[src/rtl/segment_led_interface_if.sv]
// segment_led_interface_if: switch inputs and anode/cathode pins of the two-digit display
interface segment_led_interface_if;
  logic switch0;
  logic switch1;
  logic a0;
  logic a1;
  logic [3:0] count;
  logic [6:0] cathode;
  modport master(output switch0, switch1, input a0, a1, count, cathode);
  modport slave(input switch0, switch1, output a0, a1, count, cathode);
endinterface

[src/rtl/segment_led_interface.sv]
// segment_led_interface: two-digit multiplexed 7-segment driver (record/play clip); define SWITCH_SYNC_EN to synchronize switches
module segment_led_interface #(
  parameter int REFRESH_BITS = 2
) (
  input logic clock,
  input logic reset,
  segment_led_interface_if.slave bus
);
  logic [REFRESH_BITS-1:0] rc;
  logic sw0, sw1, sel;
  logic [3:0] cnt_d;
  logic [6:0] cat_d;
`ifdef SWITCH_SYNC_EN
  logic [1:0] s0, s1;
  // two-flop synchronizers on the slide switches
  always_ff @(posedge clock or posedge reset)
    if (reset) begin
      s0 <= '0;
      s1 <= '0;
    end else begin
      s0 <= {s0[0], bus.switch0};
      s1 <= {s1[0], bus.switch1};
    end
  assign sw0 = s0[1];
  assign sw1 = s1[1];
`else
  assign sw0 = bus.switch0;
  assign sw1 = bus.switch1;
`endif
  assign sel = rc[REFRESH_BITS-1];
  assign cnt_d = (sel ? sw1 : sw0) ? 4'd2 : 4'd1;
  // active-low hex decode of the value about to be loaded into count
  always_comb begin
    cat_d = 7'h7F;
    case (cnt_d)
      4'h0: cat_d = 7'h01;
      4'h1: cat_d = 7'h4F;
      4'h2: cat_d = 7'h12;
      4'h3: cat_d = 7'h06;
      4'h4: cat_d = 7'h4C;
      4'h5: cat_d = 7'h24;
      4'h6: cat_d = 7'h20;
      4'h7: cat_d = 7'h0F;
      4'h8: cat_d = 7'h00;
      4'h9: cat_d = 7'h04;
      4'hA: cat_d = 7'h08;
      4'hB: cat_d = 7'h60;
      4'hC: cat_d = 7'h31;
      4'hD: cat_d = 7'h42;
      4'hE: cat_d = 7'h30;
      4'hF: cat_d = 7'h38;
      default: cat_d = 7'h7F;
    endcase
  end
  // refresh counter and registered outputs loaded from the current scan slot
  always_ff @(posedge clock or posedge reset)
    if (reset) begin
      rc <= '0;
      bus.a0 <= 1'b1;
      bus.a1 <= 1'b1;
      bus.count <= 4'h0;
      bus.cathode <= 7'h7F;
    end else begin
      rc <= rc + REFRESH_BITS'(1);
      bus.a0 <= sel;
      bus.a1 <= ~sel;
      bus.count <= cnt_d;
      bus.cathode <= cat_d;
    end
endmodule

[src/flat_wrapper.sv]
// flat-port wrapper written by rule: the top's interface ports become plain ports
module segment_led_interface_flat 
#(
  parameter int REFRESH_BITS = 2
)
  (clock, reset, bus_switch0, bus_switch1, bus_a0, bus_a1, bus_count, bus_cathode);
  segment_led_interface_if bus_i ();
  input logic clock;
  input logic reset;
  input wire logic [$bits(bus_i.switch0)-1:0] bus_switch0;
  input wire logic [$bits(bus_i.switch1)-1:0] bus_switch1;
  output wire logic [$bits(bus_i.a0)-1:0] bus_a0;
  output wire logic [$bits(bus_i.a1)-1:0] bus_a1;
  output wire logic [$bits(bus_i.count)-1:0] bus_count;
  output wire logic [$bits(bus_i.cathode)-1:0] bus_cathode;
  assign bus_i.switch0 = bus_switch0;
  assign bus_i.switch1 = bus_switch1;
  assign bus_a0 = bus_i.a0;
  assign bus_a1 = bus_i.a1;
  assign bus_count = bus_i.count;
  assign bus_cathode = bus_i.cathode;
  segment_led_interface #(.REFRESH_BITS(REFRESH_BITS)) u_core (.clock(clock), .reset(reset), .bus(bus_i));
endmodule
[config.mk]
export PLATFORM = sky130hd
export DESIGN_NAME = segment_led_interface_flat
export DESIGN_NICKNAME = d
export VERILOG_FILES = /design/src/rtl/segment_led_interface_if.sv /design/src/rtl/segment_led_interface.sv /design/src/flat_wrapper.sv
export SDC_FILE = /design/constraint.sdc
export NUM_CORES = 1
export LEC_CHECK = 0
export CAP_MARGIN = 0
export CORE_AREA = 2 2 39 41
export CTS_BUF_LIST = sky130_fd_sc_hd__clkbuf_16
export CTS_CLUSTER_DIAMETER = 80
export DETAILED_ROUTE_END_ITERATION = 7
export DIE_AREA = 0 0 41 43
export DONT_BUFFER_PORTS = 1
export PLACE_DENSITY_LB_ADDON = 0.12
export SYNTH_ARGS = -nofsm -noshare
export SYNTH_HDL_FRONTEND = slang
export SYNTH_SLANG_ARGS = --single-unit
export TNS_END_PERCENT = 50
[constraint.sdc]
create_clock -name clock -period 1.05 [get_ports clock]
set_input_delay 0.105 -clock clock [delete_from_list [all_inputs] [get_ports clock]]
set_output_delay 0.105 -clock clock [all_outputs]
set_load 0.005 [all_outputs]
# Word level (Yosys, flattened, before mapping)
# Memory sizes are Yosys's and may differ from the RTL's. A register that Yosys moved wholly into a read port is not among the register bits.
# Index checks and enable logic that the tools add are counted.
# Widths: inputs -> output; s select.
# totals
reg_bits,8
rom_bits,112
in_bits,4
out_inout_bits,13
elab_cells,9
n_memories,1
# op_classes
addsub,1
muxes,2
bitwise,1
# mem_list
memory,depth,word_bits,rd,rd_ports_with_merged_regs,write_ports,line_no,rtl
(name not given),16,7,1,1,0,segment_led_interface.sv:35,case (cnt_d)
# op_table
cell,count
$add 2x1->2 const B,1
$mux 2,1
$mux 1,1
$not 1->1,1

# Longest topological paths before layout
# depth
depth_word,2
depth_mapped,1
mapped_depth_nobuf,1

# Worst setup path after synthesis
# No wires, ideal clock.
# synth_path
path_kind,reg2reg
startpoint,register u_core.rc[1]
endpoint,register u_core.bus.count[1]
setup_time_ps,127
arrival_time_ps,724
t_required_ps,923
slack_ps,199
path_stages_with_launch,2
path_buffers,0
synth_period_minus_slack_ps,851
cell_sequence,dfrtp_1 -> mux2_4
# synth_between
elab_chain_cells,2
# synth_lines
element,line_no,rtl
"start, declared",segment_led_interface.sv:9,logic [REFRESH_BITS-1:0] rc;
"start signal, assigned",segment_led_interface.sv:64,rc <= rc + REFRESH_BITS'(1);
$mux 1,segment_led_interface.sv:31,assign cnt_d = (sel ? sw1 : sw0) ? 4'd2 : 4'd1;
$mux 2,segment_led_interface.sv:31,
named net u_core.cnt_d[1],segment_led_interface.sv:11,logic [3:0] cnt_d;
"end signal, assigned",segment_led_interface.sv:67,bus.count <= cnt_d;
"end, declared",segment_led_interface_if.sv:10,"modport slave(input switch0, switch1, output a0, a1, count, cathode);"
# The timed path passes the listed nets, and every way through them passes these cells.

# Worst setup path after layout
# Ends and elaborated chain as after synthesis.

==> metrics.yaml <==
cells_and_area:
  layout_commonest_cell: "dfstp_2"
  diodes: 0
  multi_input_area_um2: 48.8
  fillCellCount: 147
  nets: 31
  final_cell_mix: "5 x dfstp_2, 4 x inv_1, 4 x conb_1, 4 x dfrtp_1"
  final_util_pct: 30.4
  final-seq-area_um2: 231
  drive_above_1_share_pct: 34.6
  syn_to_final_growth_pct: 27.8
outcome:
  status: "finished clean"
cts:
  clkTransAtPathRegs_ns: 0.04
  cts-root-buf: "clkbuf_16"
  cts.sinks: 9
  clk_latency_ns: 0.23
  cts_tree: "yes"
  h-tree-depth: 1
  clockBufferDepth: 2
  cts_setup_buffers: 0
  cts_buffers: 3
timing:
  skew_ns: 0.000869
  tns_ns: 0
  rsz0062_at_grt: "false"
  slew_viol_final: 0
  min_period_over_period_pct: 87.1
  clock.fmax_ghz: 1.09
  fin_crit_ns: 0.915
  hold_viol: 0
  setup_viol: 0
routing:
  wirelength_um: 406
  drt_iter0_drc: 0
  vias_per_cell: 3.21
  post_drt_wl_per_cell_um: 9.67
  drt_pre_antenna_iters: 1
  ant_nets: 0
  drc: 0
  vias: 135
synth:
  synth_cell_types: 8
  synthCells: 23
  ys_ff_latch: 9
  ys_top_cells_by_area: "dfstp_2 40%, dfrtp_1 30%, buf_4 14%"
  yosysTopAreaCell: "dfstp_2"
  yosysTopAreaCellShare_pct: 39.9
  yosysWarnings: 0
  syn_area_um2: 329
  avgSynthCellArea_um2: 14.3
  synth.yosys.seq_area_share_pct: 70.3
worst_setup_path:
  critPathLaunchType: "flip-flop"
  critPathArrivalTime_ns: 1.02
  endpoint_kind: "flip-flop"
  slowest_stage: "dfrtp_1"
  path_class: "reg -> reg"
  crit_chain: "mux2_4"
  slowest_delay_ns: 0.46
  crit_required_ns: 1.16
  critPathBufInv: 0
  path_max_fanout: 5
  critical-path-top-delay-family: "flip-flops"
pwr:
  vdd_ir_drop_max_mv: 0.778
  p_leak_nw: 0.195
  power_density_nw_per_um2: 2470
worst_hold_path:
  worst_hold_path_type: "in -> reg"
global_route:
  antenna_found_initial: 0
  first_global_vias: 128
  grt_usage_pct: 6.16
  grt_max_degree: 10
  globalRoute.totalOverflow: 0
  grt_pass1_wl_um: 627
die:
  rows: 14
  initial_core_util_pct: 23.8
  die_area_um2: 1760
  pin_count: 17
  die_y_um: 43
  core_um2: 1380
  die_w_um: 41
placement:
  place.gp.congestion: 0.553
  port_buffers: 0
  dp_hpwl_um: 304
flow_run:
  drv_cap: 0
## layout make-up
| cell class | instances | share of cell area (%) |
|---|---|---|
| flip-flops and latches | 9 | 55.1 |
| clock inverters | 1 | 0.893 |
| multi-input cells | 7 | 11.6 |
| inverters | 3 | 2.68 |
| repair buffers | 3 | 7.14 |
| well taps | 16 | 4.76 |
| clock buffers | 3 | 17.9 |
## kinds of logic after synthesis
| logic type | Yosys count | synth area share, % |
|---|---|---|
| DFF | 9 | 70.3 |
| buffers and inverters | 9 | 17.1 |
| xor gates and xnor gates | 1 | 2.66 |
| other | 2 | 2.28 |
| muxes | 2 | 7.60 |
## layer usage
| metal | vias up | part of all wire [%] | track usage [%] |
|---|---|---|---|
| li1 | 62 | - | - |
| met3 | 0 | 14 | 5.76 |
| met2 | 9 | 48 | 6.25 |
| met5 | - | 0 | 0 |
| met4 | 0 | 0 | 6.00 |
| met1 | 64 | 38 | 6.89 |
## sequential cells by signal, indices dropped and copies added, names as in the netlist
signal              flops
u_core.bus.a0           1
u_core.bus.a1           1
u_core.bus.cathode      3
u_core.bus.count        2
u_core.rc               2
## per-stage QoR
stage | area, µm² | instances | total power, mW | hold WS (ns) | worst slack, ns
6_report | 420 | 42 | 1.04 | 0.0314 | 0.135
5_1_grt | 420 | 42 | 1.09 | 0.0265 | 0.0990
4_1_cts | 420 | 42 | 1.06 | 0.0285 | 0.138
3_5_place_dp | 312 | 35 | 0.390 | -0.0278 | 0.143
3_3_place_gp | 312 | 35 | 0.390 | -0.0370 | 0.156
2_1_floorplan | 337 | 25 | 0.402 | -0.0707 | 0.199
## path summary, 6_finish.rpt
check	to	slack, ns	cells after the start	startpoint
max	u_core.bus.count[1]	0.14	1	u_core.rc[1]
min	u_core.bus.cathode[4]	0.03	1	bus_switch1
max reg2reg	u_core.bus.count[1]	0.14	1	u_core.rc[1]
min reg2reg	u_core.rc[0]	0.43	1	u_core.rc[0]
max in group asynchronous	u_core.bus.cathode[4]	0.48	2	reset
min in group asynchronous	u_core.rc[1]	0.28	2	reset
## what timing repair did
item | 4_1_cts | 5_1_grt
hold buffers | 3 | 0
hold endpoints to repair | 5 | 0
gates resized for setup | 0 | 0
## synth_stat cells
library cell	number
dfstp_2	5
buf_4	6
mux2i_1	1
mux2_4	1
conb_1	2
inv_1	3
xor2_1	1
dfrtp_1	4
## power by group
part,internal [mW],leakage [nW],switching (mW)
clock network,0.496,0.0423,0.150
registers,0.364,0.0996,0.00693
logic,0.0109,0.0532,0.0125
total,0.871,0.195,0.169
(Power assumes the default switching activity.)
